$ cat src/rtl/sum_accumulator.sv
// Accumulates N_SAMPLES unsigned 5-bit sums into an ACC_W-bit result with a sticky overflow flag.
// Define SUM_ACCUMULATOR_SATURATE_EN to clamp on overflow instead of wrapping.
module sum_accumulator #(
    parameter int N_SAMPLES = 4,
    parameter int ACC_W     = 8
) (
    input  logic             clk,
    input  logic             rst_n,
    input  logic [4:0]       sum_in,
    input  logic             in_valid,
    output logic             in_ready,
    input  logic             clr,
    output logic [ACC_W-1:0] acc_out,
    output logic [7:0]       cnt,
    output logic             ovf,
    output logic             out_valid,
    input  logic             out_ready
);

    typedef enum logic {
        ACC  = 1'b0,
        DONE = 1'b1
    } state_t;

    localparam logic [7:0] N_LAST = 8'(N_SAMPLES);

    state_t           r_state;
    state_t           w_nextState;
    logic [ACC_W-1:0] r_acc;
    logic [7:0]       r_cnt;
    logic             r_ovf;

    logic             w_beat;
    logic             w_lastBeat;
    logic             w_clearAll;
    logic [7:0]       w_cntInc;
    logic [ACC_W:0]   w_sum;
    logic [ACC_W-1:0] w_accNext;

    assign in_ready  = (r_state == ACC);
    assign out_valid = (r_state == DONE);
    assign acc_out   = r_acc;
    assign cnt       = r_cnt;
    assign ovf       = r_ovf;

    assign w_beat     = in_valid && in_ready;
    assign w_cntInc   = r_cnt + 8'd1;
    assign w_lastBeat = (w_cntInc == N_LAST);
    assign w_clearAll = clr || ((r_state == DONE) && out_ready);

    // The extra top bit of w_sum is the carry that marks an overflowing beat.
    assign w_sum = {1'b0, r_acc} + {{(ACC_W-4){1'b0}}, sum_in};

`ifdef SUM_ACCUMULATOR_SATURATE_EN
    assign w_accNext = w_sum[ACC_W] ? {ACC_W{1'b1}} : w_sum[ACC_W-1:0];
`else
    assign w_accNext = w_sum[ACC_W-1:0];
`endif

    always_ff @(posedge clk) begin
        if (!rst_n) begin
            r_state <= ACC;
        end else begin
            r_state <= w_nextState;
        end
    end

    always_comb begin
        w_nextState = r_state;
        if (clr) begin
            w_nextState = ACC;
        end else begin
            case (r_state)
                ACC:     if (w_beat && w_lastBeat) w_nextState = DONE;
                DONE:    if (out_ready) w_nextState = ACC;
                default: w_nextState = ACC;
            endcase
        end
    end

    // Clear on abort or consumed result; otherwise only an accepted beat changes the datapath.
    always_ff @(posedge clk) begin
        if (!rst_n) begin
            r_acc <= '0;
            r_cnt <= '0;
            r_ovf <= 1'b0;
        end else if (w_clearAll) begin
            r_acc <= '0;
            r_cnt <= '0;
            r_ovf <= 1'b0;
        end else if (w_beat) begin
            r_acc <= w_accNext;
            r_cnt <= w_cntInc;
            r_ovf <= r_ovf | w_sum[ACC_W];
        end
    end

endmodule

$ cat config.mk
export PLATFORM = sky130hd
export DESIGN_NAME = sum_accumulator
export DESIGN_NICKNAME = d
export VERILOG_FILES = /design/src/rtl/sum_accumulator.sv
export SDC_FILE = /design/constraint.sdc
export NUM_CORES = 1
export LEC_CHECK = 0
export ABC_CLOCK_PERIOD_IN_PS = 2900
export CELL_PAD_IN_SITES_DETAIL_PLACEMENT = 1
export CELL_PAD_IN_SITES_GLOBAL_PLACEMENT = 1
export CORE_ASPECT_RATIO = 0.8
export CORE_UTILIZATION = 35
export DETAILED_ROUTE_END_ITERATION = 16
export HOLD_SLACK_MARGIN = 0.05
export PLACE_DENSITY = 0.82
export SETUP_SLACK_MARGIN = 0.2
export SYNTH_ARGS = -nofsm -noshare
export SYNTH_HDL_FRONTEND = slang
export SYNTH_SLANG_ARGS = --single-unit
export TNS_END_PERCENT = 5
$ cat constraint.sdc
create_clock -name clk -period 2.9 [get_ports clk]
set_input_delay 0.87 -clock clk [delete_from_list [all_inputs] [get_ports clk]]
set_output_delay 0.87 -clock clk [all_outputs]
set_load 0.01 [all_outputs]
After elaboration in Yosys (flattened, before gate mapping). Cells that the tools add are included.

Input port bits: 10. Register bits: 18. Output and inout bits: 19. Logic and storage cells: 19.

Muxes and demuxes: 3. Add/sub/neg operators: 2. Reductions and logical operators: 6. Equality and inequality tests: 1. Bitwise logic cells: 3.

Operators by type and width (number): $add 8x5->9 (1); $add 8x1->8 const B (1); $eq 8x3->1 const B (1); $reduce_or 2->1 (2); $logic_and 1x1->1 (3); $mux 1 (2); $not 1->1 (2); $pmux 1 s2 (1); $logic_or 1x1->1 (1); $or 1x1->1 (1).

Logic depth before layout (Yosys ltp). Gate-level depths: netlist of run 1.

Depth after elaboration: 5. Mapped depth: 7. Mapped depth without buffers: 7.

Least setup slack after synthesis of run 1. OpenSTA, ideal clock, no wires.

Path kind: input to register. From: in sum_in[0]. To: reg r_acc[6] (netlist: acc_out[6]). Setup slack: 0.618 ns. Stages: 7. Library setup time: 0.074 ns. Path buffers: 0. Data required time: 2.826 ns. Arrival time: 2.208 ns. Cells stage by stage: ha_1 -> inv_1 -> fa_1 -> nor2b_1 -> o31ai_1 -> a2111o_1 -> o21ai_0.

Longest elaborated chain between the ends: 1.

RTL lines: start: declaration (RTL line 9) `input logic [4:0] sum_in,`; $add 8x5->9 (RTL line 52) `assign w_sum = {1'b0, r_acc} + {{(ACC_W-4){1'b0}}, sum_in};`; end signal: assignment (RTL line 92) `r_acc <= w_accNext;`; end: declaration (RTL line 29) `logic [ACC_W-1:0] r_acc;`.

Every way passes these cells. A chain may end at the register's enable or synchronous reset.

Worst setup path in the final report of run 1. Ends and elaborated chain as after synthesis.

==> impl_metrics.toml, run 1 <==
[status]
status = "finished, final reports clean"

[critical_path]
worstSetupPathType = "in2reg"
worstPathMaxFanout = 3
worstPathArrival_ns = 2.78
cp_cell_sequence = "clkdlybuf4s50_1 > ha_1 > inv_1 > fa_1 > nor2b_1 > o31ai_1 > a2111o_1 > o21ai_0"
crit_slowest_cell = "clkdlybuf4s50_1"
regToRegSetupSlack_ns = 1.01
r2r_end = "acc_out[6]"
reg2reg_depth = 7
endpoint = "acc_out[6]"
end_kind = "register"
start_kind = "primary input"
startpoint = "sum_in[0]"
r2r_start = "acc_out[0]"
critPathMaxStageDelay_ns = 0.46
required_ns = 3.12

[timing]
period_needed_ns = 2.562
slew_headroom_pct = 62.78
finalCritPeriodShare_pct = 88.34
finalHoldViolations = 0
fin_setup_tns_ns = 0
slew_viol_final = 0
clock.fmax_mhz = 390.4
setup_violations = 0
clock_skew_ns = 0.003790
worst_pin_slew_ns = 0.5583
rsz0062_at_grt = "false"
worst_slack_ns = 0.3382

[synth]
yosys.area.top_type_share_pct = 37.26
post_synth_num_cell_types = 29
syn_avg_cell_area_um2 = 8.266
ys_warn_count = 0
syn_area_um2 = 967.2
synth_cells = 117
yosys-top-cells-area = "dfxtp_1, ha_1, a21oi_1, nand2_1, nor2_1"
synthArstFlopShare_pct = 0
synthFlopType = "dfxtp_1"
ys_ff_latch = 18
syn_nets = 134
synthTopCellsByCount = "dfxtp_1, a21oi_1, nand2_1, nor2_1"
synth-edff-count = 0
synth_top_area_cell = "dfxtp_1"
yosysMostFrequentCell = "dfxtp_1"
ys_seq_area_share_pct = 37.26

[clock_network]
cts_setup_buffers = 0
cts_tree = "yes"
hold_buffers = 0
cts_max_level = 1
worst_skew_pair.late_latency_ns = 0.29
cts.sinks = 18
clkTransAtPathRegs_ns = 0.10
cts_resized = 0
cts_buffer_depth = 2
clock-root-buffer = "clkbuf_4"
cts_buffers = 3

[grt]
grt.overflow.total = 0
grt_pass1_vias = 1023
grt_pass1_wl_um = 4567
grt_max_degree = 17
track_usage_pct = 20.38
antenna_found_initial = 0

[placement]
dp_slack_ns = 0.05286
place.gp.congestion = 0.7916
port_buffers = 28
hpwl_um = 2251

[power]
power_mw = 0.4517
leakagePower_nw = 0.4746
vdd_drop_max_uv = 215.1
powerDensity_mw_per_mm2 = 337.1

[detailed_routing]
vias = 964
ant_nets = 0
avgViaCountPerCell = 5.183
routed_wl_um = 2820
firstDrtPassIters = 4
wire_per_inst_um = 15.16
first_iter_violations = 23
drc = 0

[floorplanning]
die_h_um = 49.02
coreArea_mm2 = 0.002522
start_util_pct = 38.34
die_area_mm2 = 0.002979
num_rows = 16
io_pins = 29
die_x_um = 60.77

[min_path]
hold_start = "ovf"
hold_path.class = "reg2reg"

[final_layout]
area_growth_pct = 38.55
nets = 169
antenna_cells = 0
drive_above_1_share_pct = 6.000

[flow_run]
max-cap-violations = 0
critical path, delay by kind of cell:
family	cells	cell delay, ns
AOI/OAI and AO/OA	3	0.63
adders and majority gates	2	0.58
buffers and inverters	2	0.53
and+or+nand+nor	1	0.17
layer usage:
metal / track usage [%] / wire length [µm]
met3: 5.305 / 114
met4: 1.894 / 0
met2: 36.26 / 1414
met1: 25.12 / 1291
met5: 0 / 0
layout by cell type, fill, tap and decap left out:
cell type        Yosys  routed
nor3_1               3       3
nor4_1               1       1
o211ai_1             1       1
buf_4                0       5
o21a_1               4       4
nor2_1              10      10
clkdlybuf4s50_1      0      28
xor2_1               3       3
ha_1                 6       6
or3_1                2       2
and3_1               1       1
or2_2                1       1
inv_1                6       6
or4_1                2       2
a211oi_1             2       2
nand3_1              4       4
o31ai_1              4       4
xnor2_1              4       4
o21ai_1              1       1
a21o_1               2       2
dfxtp_1             18      18
a2111o_1             1       1
a21oi_1             12      12
clkbuf_4             0       3
nand2b_1             3       3
nor2b_1              2       2
o21ai_0              5       5
nand4_1              4       4
fa_1                 1       1
nand2_1             11      11
sequential cells by signal (all words and copies together) (netlist names):
name and count:
cnt 8, acc_out 8, out_valid 1, ovf 1
cell families after synthesis:
group,after synthesis,synth area share (%)
buffers and inverters,9,3.622
xor gates and xnor gates,7,6.339
adders and majority gates,7,9.832
and+or+nand+nor,44,22.38
AOI/OAI and AO/OA,32,20.57
DFF,18,37.26
metrics by stage:
stage,cells,util (%),area (µm²),hold WS (ns)
finish,186,53.13,1340,0.4836
CTS,186,53.13,1340,0.4871
global placement,183,52.23,1318,0.4549
floorplan,117,-,967.2,0.4916
global route,186,53.13,1340,0.5236
detailed placement,183,52.23,1318,0.4636
cell type report:
| cell class | count | area (µm²) |
|---|---|---|
| Timing Repair Buffer | 33 | 317.8 |
| Sequential cell | 18 | 360.3 |
| Inverter | 6 | 22.52 |
| Multi-Input combinational cell | 90 | 571.8 |
| Fill cell | 326 | 1182 |
| Tap cell | 36 | 45.04 |
| Clock buffer | 3 | 22.52 |
power by group:
part | internal [mW] | switching (mW) | leakage [nW]
combinational | 0.0378 | 0.0375 | 0.315
clock | 0.0483 | 0.0731 | 0.0138
sequential | 0.251 | 0.00395 | 0.146
total | 0.337 | 0.115 | 0.475
worst min path at each step:
stage	to	slack, ns	depth (start not counted)
floorplan	acc_out[2]	0.49	2
global placement	ovf	0.45	1
detailed placement	ovf	0.46	1
CTS	ovf	0.49	1
global route	ovf	0.52	1
finish	ovf	0.48	1
Power figures use the tool's default switching activity.
==> run 2: changes to the inputs <==
Settings changed: MAX_ROUTING_LAYER set to met4.
==> run 2 against run 1 <==
  * Sequential share of layout area stayed put
  * Wire length increased by 0.43%
  * Global-route usage increased by 0.56 points
  * Utilization did not move
  * Clock power about the same
  * Critical endpoint unchanged
==> impl_metrics.toml, run 2 (synthesis results as in run 1) <==
[status]
status = "finished, final reports clean"

[clock_network]
hold_buffers = 0
cts_buffers = 3
clkTransAtPathRegs_ns = 0.10
cts_resized = 0
cts.sinks = 18
cts_tree = "yes"
clock-root-buffer = "clkbuf_4"
cts_setup_buffers = 0
cts_max_level = 1
cts_buffer_depth = 2
worst_skew_pair.late_latency_ns = 0.29

[final_layout]
drive_above_1_share_pct = 6.000
area_growth_pct = 38.55
mostFrequentLayoutCells = "clkdlybuf4s50_1, dfxtp_1, a21oi_1"
antenna_cells = 0
fin_cells = 186
nets = 169
final_common_cell = "clkdlybuf4s50_1"
fin_util_pct = 53.13

[grt]
antenna_found_initial = 0
grt_max_degree = 17
grt_pass1_wl_um = 4567
track_usage_pct = 20.94
grt.overflow.total = 0
grt_pass1_vias = 1022

[timing]
setup_violations = 0
worst_pin_slew_ns = 0.5581
worst_slack_ns = 0.3398
fin_setup_tns_ns = 0
finalCritPeriodShare_pct = 88.28
period_needed_ns = 2.560
clock_skew_ns = 0.003259
finalHoldViolations = 0
slew_viol_final = 0
rsz0062_at_grt = "false"
clock.fmax_mhz = 390.6
slew_headroom_pct = 62.80

[power]
powerDensity_mw_per_mm2 = 337.7
p_sw_share_pct = 25.48
power_mw = 0.4525
clock_power_share_pct = 27.0
p_int_mw = 0.3372
vdd_drop_max_uv = 216.5
leakagePower_nw = 0.4746
seqPwrFrac_pct = 56.4
pwr-share-comb_pct = 16.6
p_switching_mw = 0.1153

[critical_path]
reg2reg_depth = 7
crit_slowest_cell = "clkdlybuf4s50_1"
worstSetupPathType = "in2reg"
critPathMaxStageDelay_ns = 0.46
worstPathMaxFanout = 3
required_ns = 3.12
start_kind = "primary input"
worstPathArrival_ns = 2.78
end_kind = "register"
cp_cell_sequence = "clkdlybuf4s50_1 > ha_1 > inv_1 > fa_1 > nor2b_1 > o31ai_1 > a2111o_1 > o21ai_0"

[floorplanning]
die_h_um = 49.02
coreArea_mm2 = 0.002522
die_x_um = 60.77
start_util_pct = 38.34
die_area_mm2 = 0.002979
num_rows = 16
io_pins = 29

[placement]
place_inst = 183
port_buffers = 28
dp_slack_ns = 0.05286
hpwl_um = 2251
place.gp.congestion = 0.8028

[min_path]
hold_path.class = "reg2reg"
hold_path_depth = 1

[detailed_routing]
vias = 966
ant_nets = 0
avgViaCountPerCell = 5.194
firstDrtPassIters = 4
wire_per_inst_um = 15.23
drc = 0
first_iter_violations = 23
routed_wl_um = 2832

[flow_run]
max-cap-violations = 0
==> run 2: cell counts in the layout (fill, tap and decap cells not counted) <==
Identical to the previous run, type by type.
==> run 2: area by class of cell <==
| type | count | area, µm² |
|---|---|---|
| timing repair buffer | 33 | 317.8 |
| fill | 326 | 1182 |
| inverter | 6 | 22.52 |
| clock buffer | 3 | 22.52 |
| sequential | 18 | 360.3 |
| multi-input combinational | 90 | 571.8 |
| tap | 36 | 45.04 |
==> run 2: layer usage <==
metal	part of all wire [%]	routed length (µm)	track usage (%)	vias up
met5	0	0	-	-
met4	0.25	7	1.894	0
li1	-	-	-	484
met2	50	1408	36.26	21
met1	46	1300	25.12	459
met3	4.1	115	5.305	2
==> run 2: power by group through the flow <==
| stage | Sequential [mW] | Clock [mW] | Combinational, mW |
|---|---|---|---|
| after floorplan | 0.262 | 0 | 0.0367 |
| after global placement | 0.261 | 0 | 0.0720 |
| after detailed placement | 0.261 | 0 | 0.0745 |
| after CTS | 0.255 | 0.127 | 0.0756 |
| after global routing | 0.256 | 0.139 | 0.0822 |
| final | 0.255 | 0.122 | 0.0752 |
==> run 2: stage by stage <==
step,hold WS [ns],area (µm²)
final,0.4836,1340
after global routing,0.5236,1340
after CTS,0.4871,1340
after detailed placement,0.4636,1318
after global placement,0.4549,1318
after floorplan,0.4916,967.2
==> run 2: final timing paths <==
check | from | to | slack [ns]
min reg2reg | ovf | ovf | 0.48
max | sum_in[0] | acc_out[6] | 0.34
min | ovf | ovf | 0.48
max reg2reg | acc_out[0] | acc_out[6] | 1.01
==> run 2: critical path: cells and delay by family <==
family                     cells  cell delay (ns)
adders and majority gates      2             0.58
and+or+nand+nor                1             0.17
buffers and inverters          2             0.53
AOI/OAI and AO/OA              3             0.63
